**config.mk**
```make
export PLATFORM = sky130hd
export DESIGN_NAME = dcache_mem_stage
export DESIGN_NICKNAME = d
export VERILOG_FILES = /design/src/rtl/dcache_mem_stage.sv
export SDC_FILE = /design/constraint.sdc
export NUM_CORES = 2
export LEC_CHECK = 0
export ABC_CLOCK_PERIOD_IN_PS = 4620
export BUFFER_PORTS_ARGS = -buffer_cell sky130_fd_sc_hd__buf_2
export CORE_UTILIZATION = 40
export DETAILED_ROUTE_END_ITERATION = 8
export GPL_TIMING_DRIVEN = 0
export PLACE_DENSITY = 0.63
export RECOVER_POWER = 100
export SLEW_MARGIN = 15
export SYNTH_ARGS = -nofsm -noshare
export SYNTH_HDL_FRONTEND = slang
export SYNTH_SLANG_ARGS = --single-unit
```
**constraint.sdc**
```tcl
create_clock -name clk -period 4.62 [get_ports clk]
set_clock_uncertainty 0.2 [all_clocks]
set_input_delay 0.462 -clock clk [delete_from_list [all_inputs] [get_ports clk]]
set_output_delay 0.462 -clock clk [all_outputs]
set_load 0.02 [all_outputs]
```
**src/rtl/dcache_mem_stage.sv**
```systemverilog
// Memory-access pipeline stage with a direct-mapped, write-through, no-write-allocate
// data cache in front of a single-word request/ready main-memory port.
module dcache_mem_stage #(
  parameter int DATA_WIDTH     = 32,
  parameter int LINES          = 16,
  parameter int WORDS_PER_LINE = 4
) (
  input  logic                    clk,
  input  logic                    rst,
  input  logic                    valid_in,
  input  logic [DATA_WIDTH-1:0]   ALUResult_m,
  input  logic [DATA_WIDTH-1:0]   WriteData_m,
  input  logic                    MemRead_m,
  input  logic                    MemWrite_m,
  input  logic [2:0]              funct3_m,
  output logic [DATA_WIDTH-1:0]   ReadData_m,
  output logic                    valid_m,
  output logic                    stall_m,
  output logic                    mem_req,
  output logic                    mem_we,
  output logic [DATA_WIDTH-1:0]   mem_addr,
  output logic [DATA_WIDTH-1:0]   mem_wdata,
  output logic [DATA_WIDTH/8-1:0] mem_wstrb,
  input  logic                    mem_ready,
  input  logic [DATA_WIDTH-1:0]   mem_rdata
);

  localparam int NB      = DATA_WIDTH / 8;
  localparam int WORD_W  = $clog2(WORDS_PER_LINE);
  localparam int IDX_W   = $clog2(LINES);
  localparam int TAG_LSB = IDX_W + WORD_W + 2;
  localparam int TAG_W   = DATA_WIDTH - TAG_LSB;

  typedef enum logic [1:0] {
    S_IDLE   = 2'd0,
    S_REFILL = 2'd1,
    S_WRITE  = 2'd2
  } state_e;

  state_e                  state_q, state_d;
  logic [WORD_W-1:0]       beat_q, beat_d;
  logic [LINES-1:0]        valid_q;
  logic [TAG_W-1:0]        tag_q  [LINES];
  logic [DATA_WIDTH-1:0]   data_q [LINES][WORDS_PER_LINE];

  logic [1:0]              off_s;
  logic [WORD_W-1:0]       word_s;
  logic [IDX_W-1:0]        idx_s;
  logic [TAG_W-1:0]        tag_s;
  logic                    hit_s;
  logic                    is_load_s;
  logic                    is_store_s;
  logic                    miss_s;
  logic                    fill_we_s;
  logic                    fill_done_s;
  logic                    store_we_s;

  function automatic logic [NB-1:0] store_strobe(input logic [2:0] f3, input logic [1:0] off);
    logic [NB-1:0] strb;
    case (f3)
      3'b000:  strb = {{(NB-1){1'b0}}, 1'b1} << off;
      3'b001:  strb = {{(NB-2){1'b0}}, 2'b11} << {off[1], 1'b0};
      default: strb = {NB{1'b1}};
    endcase
    return strb;
  endfunction

  function automatic logic [DATA_WIDTH-1:0] store_lanes(input logic [2:0] f3,
                                                        input logic [DATA_WIDTH-1:0] wd);
    logic [DATA_WIDTH-1:0] lanes;
    case (f3)
      3'b000:  lanes = {NB{wd[7:0]}};
      3'b001:  lanes = {(NB/2){wd[15:0]}};
      default: lanes = wd;
    endcase
    return lanes;
  endfunction

  function automatic logic [DATA_WIDTH-1:0] load_extend(input logic [DATA_WIDTH-1:0] w,
                                                        input logic [1:0] off,
                                                        input logic [2:0] f3);
    logic [7:0]            b;
    logic [15:0]           h;
    logic [DATA_WIDTH-1:0] r;
    b = w[{off, 3'b000} +: 8];
    h = w[{off[1], 4'b0000} +: 16];
    case (f3)
      3'b000:  r = {{(DATA_WIDTH-8){b[7]}}, b};
      3'b001:  r = {{(DATA_WIDTH-16){h[15]}}, h};
      3'b100:  r = {{(DATA_WIDTH-8){1'b0}}, b};
      3'b101:  r = {{(DATA_WIDTH-16){1'b0}}, h};
      default: r = w;
    endcase
    return r;
  endfunction

  assign off_s      = ALUResult_m[1:0];
  assign word_s     = ALUResult_m[WORD_W+1:2];
  assign idx_s      = ALUResult_m[TAG_LSB-1:WORD_W+2];
  assign tag_s      = ALUResult_m[DATA_WIDTH-1:TAG_LSB];
  assign hit_s      = valid_q[idx_s] && (tag_q[idx_s] == tag_s);
  assign is_load_s  = valid_in & MemRead_m;
  assign is_store_s = valid_in & MemWrite_m;
  assign ReadData_m = load_extend(data_q[idx_s][word_s], off_s, funct3_m);

  // next-state, handshake and pipeline-control decode
  always_comb begin
    state_d     = state_q;
    beat_d      = beat_q;
    valid_m     = 1'b0;
    stall_m     = 1'b0;
    mem_req     = 1'b0;
    mem_we      = 1'b0;
    mem_addr    = '0;
    mem_wdata   = '0;
    mem_wstrb   = '0;
    miss_s      = 1'b0;
    fill_we_s   = 1'b0;
    fill_done_s = 1'b0;
    store_we_s  = 1'b0;
    case (state_q)
      S_IDLE: begin
        if (is_load_s) begin
          if (hit_s) begin
            valid_m = 1'b1;
          end else begin
            stall_m = 1'b1;
            miss_s  = 1'b1;
            beat_d  = '0;
            state_d = S_REFILL;
          end
        end else if (is_store_s) begin
          stall_m = 1'b1;
          state_d = S_WRITE;
        end else begin
          valid_m = valid_in;
        end
      end
      S_REFILL: begin
        mem_req  = 1'b1;
        stall_m  = 1'b1;
        mem_addr = {tag_s, idx_s, beat_q, 2'b00};
        if (mem_ready) begin
          fill_we_s = 1'b1;
          beat_d    = beat_q + WORD_W'(1);
          if (beat_q == WORD_W'(WORDS_PER_LINE - 1)) begin
            fill_done_s = 1'b1;
            state_d     = S_IDLE;
          end else begin
            state_d = S_REFILL;
          end
        end else begin
          state_d = S_REFILL;
        end
      end
      S_WRITE: begin
        mem_req   = 1'b1;
        mem_we    = 1'b1;
        mem_addr  = {ALUResult_m[DATA_WIDTH-1:2], 2'b00};
        mem_wdata = store_lanes(funct3_m, WriteData_m);
        mem_wstrb = store_strobe(funct3_m, off_s);
        if (mem_ready) begin
          valid_m    = 1'b1;
          store_we_s = hit_s;
          state_d    = S_IDLE;
        end else begin
          stall_m = 1'b1;
        end
      end
      default: begin
        state_d = S_IDLE;
      end
    endcase
  end

  // FSM state, beat counter and line valid bits
  always_ff @(posedge clk) begin
    if (rst) begin
      state_q <= S_IDLE;
      beat_q  <= '0;
      valid_q <= '0;
    end else begin
      state_q <= state_d;
      beat_q  <= beat_d;
      // a line being refilled stays invalid until its last beat lands
      if (miss_s) begin
        valid_q[idx_s] <= 1'b0;
      end else if (fill_done_s) begin
        valid_q[idx_s] <= 1'b1;
      end
    end
  end

  // tag and data storage: refill beats and write-through hit updates
  always_ff @(posedge clk) begin
    if (!rst && fill_we_s) begin
      data_q[idx_s][beat_q] <= mem_rdata;
    end
    if (!rst && fill_done_s) begin
      tag_q[idx_s] <= tag_s;
    end
    if (!rst && store_we_s) begin
      for (int b = 0; b < NB; b++) begin
        if (mem_wstrb[b]) begin
          data_q[idx_s][word_s][8*b +: 8] <= mem_wdata[8*b +: 8];
        end
      end
    end
  end

endmodule

```
==> results.txt <==
----------------------------------------------------
[Outcome]
  Status ... finished with violations
  Failing checks ... capacitance limit, slew limit, setup timing

[Clock network]
  Number of clock buffers inserted by TritonCTS ... between 200 and 250
  Clock tree from TritonCTS ... done
  Total clock sinks ... approximately 2.5k
  Clock latency on the worst-skew pair ... between 0.8 and 0.9 ns
  H-Tree Depth ... 4
  Clock slew seen by the registers of the worst setup and hold paths ... about 0.070 ns
  Deepest clock path buffer count ... 3
  Root buf cell ... sky130_fd_sc_hd__clkbuf_16

[Pwr]
  Max IR drop VDD ... roughly 0.34 mV
  Leakage power summed over all cells ... between 30 and 40 nW
  Pwr Density ... 384 nW/um^2
  Overall power after layout ... about 0.047 W

[Floorplan]
  Standard cell core area ... about 240,000 sq um
  Initial Util ... 0.404
  Number of top-level pins ... 209
  Die Y ... roughly 500 microns
  Die Outline Area ... between 200,000 and 250,000 sq um
  Number of placement rows ... roughly 180
  Horizontal die dimension ... about 500 microns

[Detailed routing]
  DRC violations left ... 0
  Post-route antenna net violation count ... 0
  Drt first pass iters ... 6
  First-iteration detailed-routing DRC count ... ~6.8k
  Number of vias in the routed layout ... between 50k and 60k
  Post-detailed-route via-to-cell ratio ... between 6 and 7
  Average detailed-routed wire length per instance ... 35.0 microns
  Total length of routed wires ... 308,000 microns

[Yosys]
  Number of cells produced by synthesis ... ~4.5k
  Post-synth top flop ... sky130_fd_sc_hd__edfxtp_1
  Top post-synthesis cells by area ... sky130_fd_sc_hd__edfxtp_1 74%, sky130_fd_sc_hd__mux4_2 17%, sky130_fd_sc_hd__nor2_1 1.2%
  Number of synthesized flops with an enable pin ... around 2.4k
  Area of the mapped netlist ... a little under 100,000 sq um
  Leading cell types by count after synthesis ... 2,432 x sky130_fd_sc_hd__edfxtp_1, 740 x sky130_fd_sc_hd__mux4_2, 316 x sky130_fd_sc_hd__nor2_1, 142 x sky130_fd_sc_hd__clkbuf_1, 140 x sky130_fd_sc_hd__nand2_1
  Synth cell types ... 81
  Dominant cell by count in the synthesized netlist ... sky130_fd_sc_hd__edfxtp_1
  Mean cell area of the mapped netlist ... 21.7 sq um
  Top cell type's share of synthesized area ... 0.741
  Synth warnings ... 0
  Area leader, netlist ... sky130_fd_sc_hd__edfxtp_1
  Sequential share of the synthesized area ... 0.745
  Register bit count reported by yosys ... roughly 2.5k
  Async set or reset register ratio after synthesis ... 0

[Setup path]
  Arr. time, crit path ... roughly 4.7 ns
  Worst reg-to-reg path cell count ... 12
  Crit-path max FO ... 4
  Required time worst endpoint ... roughly 4 ns
  Sort of element at the start of the critical path ... flop
  Worst setup path category ... flop to output pin
  Element type at the critical path end ... output pin

[STA]
  Slew HR ... -0.298
  Transition at the pin with the smallest max-transition slack ... a little under 2 ns
  Final number of max-transition violations ... 10
  Fmax ... about 0.19 GHz
  Number of setup violations in the final report ... 316
  Final worst setup slack ... -0.707 ns
  Final clock period utilization by the worst path ... 1.15
  Setup repair after global routing missed its margin ... yes
  Hold violation total from the final report ... 0
  Setup TNS ... -32.91 ns
  Shortest clock period the worst path allows after layout ... 5.33 ns

[Global route]
  Largest net degree at the start of global routing ... 23
  Vias in the first global route ... about 52k
  Final global-route overflow total ... 0
  First-pass GRT wire length ... between 400,000 and 500,000 microns
  Gr usage total ... 0.243
  Number of antenna violations at the first check in global routing ... 15

[Cells and area]
  Layout cell share with drive strength beyond 1 ... 0.428
  Growth of design area from synthesis to finish ... 24.3%
  Post-route standard cell area excluding fillers ... 123,000 sq um
  Net count of the finished layout ... between 5k and 6k
  Number of standard cells in the layout, taps in and fillers out ... slightly below 9k

[Placement]
  Instance count after placement with tap cells included ... 7,990
  Cell area reported after detailed placement ... ~100,000 sq um
  HPWL reported at the end of detailed placement ... around 210,000 microns
  Routability Congestion ... roughly 0.95
  Count of buffers from port buffering ... ~200
  Worst setup slack before clock tree synthesis ... -3.44 ns

[Worst hold path]
  Hold Crit Depth ... 2
  Class of the tightest hold or removal check ... input port to flop

[Run]
  Maximum Capacitance Violations ... 1

----------------------------------------------------
worst max-delay path, stage by stage (launching register included):
cell	delay, ns
sky130_fd_sc_hd__edfxtp_1	0.36
sky130_fd_sc_hd__mux4_2	0.50
sky130_fd_sc_hd__mux4_2	0.50
sky130_fd_sc_hd__xor2_2	0.20
sky130_fd_sc_hd__a2111oi_4	0.53
sky130_fd_sc_hd__o2111ai_4	0.35
sky130_fd_sc_hd__or2_4	0.36
sky130_fd_sc_hd__buf_8	0.13
sky130_fd_sc_hd__buf_8	0.12
sky130_fd_sc_hd__mux2_4	0.29
sky130_fd_sc_hd__o21ai_4	0.26
sky130_fd_sc_hd__buf_6	0.17
cells in the final DEF (no fill, tap or decap), types with 23 or more instances in the layout:
| cell | count |
|---|---|
| sky130_fd_sc_hd__clkinv_1 | 56 |
| sky130_fd_sc_hd__buf_2 | 148 |
| sky130_fd_sc_hd__clkinv_2 | 43 |
| sky130_fd_sc_hd__clkbuf_16 | 260 |
| sky130_fd_sc_hd__mux2i_1 | 79 |
| sky130_fd_sc_hd__clkbuf_2 | 25 |
| sky130_fd_sc_hd__mux2_4 | 69 |
| sky130_fd_sc_hd__nor2_2 | 23 |
| sky130_fd_sc_hd__buf_12 | 216 |
| sky130_fd_sc_hd__clkbuf_8 | 26 |
| sky130_fd_sc_hd__mux4_2 | 740 |
| sky130_fd_sc_hd__a21oi_1 | 23 |
| sky130_fd_sc_hd__mux2_2 | 110 |
| sky130_fd_sc_hd__and2_1 | 31 |
| sky130_fd_sc_hd__dlygate4sd3_1 | 42 |
| sky130_fd_sc_hd__buf_16 | 39 |
| sky130_fd_sc_hd__nand2_1 | 101 |
| sky130_fd_sc_hd__buf_4 | 136 |
| sky130_fd_sc_hd__edfxtp_1 | 2432 |
| sky130_fd_sc_hd__buf_6 | 97 |
| sky130_fd_sc_hd__nor2_4 | 256 |
| sky130_fd_sc_hd__nor2_1 | 38 |
| sky130_fd_sc_hd__clkbuf_1 | 126 |
| sky130_fd_sc_hd__buf_8 | 27 |
per-stage QoR:
step                      utilization  hold slack, ns
final                           0.502          0.0303
after global routing            0.502         0.00550
after CTS                       0.495         0.00384
after detailed placement        0.428           0.314
after global placement          0.425           0.300
after floorplan                     -           0.291
final cells by class:
type	instances	area, sq um
antenna	1	2.50
buffer	264	3280
clock buffer	290	6070
clock inverter	141	1310
fill	18877	122000
inverter	20	78.8
multi-input combinational	1824	26900
sequential	2452	73400
tap	3202	4010
timing repair buffer	618	7440
what timing repair did:
action	CTS	global route
pin swaps	180	92
hold buffers	40	2
gates resized for setup	1228	164
gates cloned	26	25
setup endpoints to repair	4531	3013
hold endpoints to repair	729	24
setup buffers	240	77
state kept, by name, summed over array words and instances (netlist names), named ones only:
register / cells
state_q: 2
beat_q: 2
tag_q: 384
data_q: 2048
power breakdown:
| group | total, W | leakage [nW] | internal, W | switching (W) |
|---|---|---|---|---|
| clock network | 0.0189 | 3.60 | 0.0105 | 0.00842 |
| registers | 0.0244 | 22.0 | 0.0244 | 0.00000525 |
| logic | 0.00372 | 13.9 | 0.00149 | 0.00223 |
| total | 0.0471 | 39.5 | 0.0364 | 0.0107 |
final timing paths:
check	startpoint	to	slack [ns]
worst max-delay path	tag_q[11][13]	valid_m	-0.71
worst min-delay path	mem_rdata[5]	data_q[9][69]	0.03
worst max register to register	tag_q[11][13]	data_q[2][105]	-0.07
worst min register to register	flop	flop	0.32
cells by family after synthesis:
kind of cell | Yosys count | share of synthesized area
buf+inv | 303 | 0.0150
simple gates | 590 | 0.0259
compound gates | 206 | 0.0160
xor+xnor | 19 | 0.00169
mux | 967 | 0.196
flops | 2452 | 0.745
other cells | 1 | 0.0000380
fa+ha+maj | 8 | 0.00102
per-layer routing:
metal | share of wire | vias to the layer above | track usage
met1 | 0.37 | 28601 | 0.311
met4 | 0.064 | 6 | 0.128
met2 | 0.48 | 3049 | 0.388
met3 | 0.094 | 686 | 0.0548
li1 | - | 20950 | -
met5 | 0.000097 | - | 0
(Power assumes the default switching activity.)
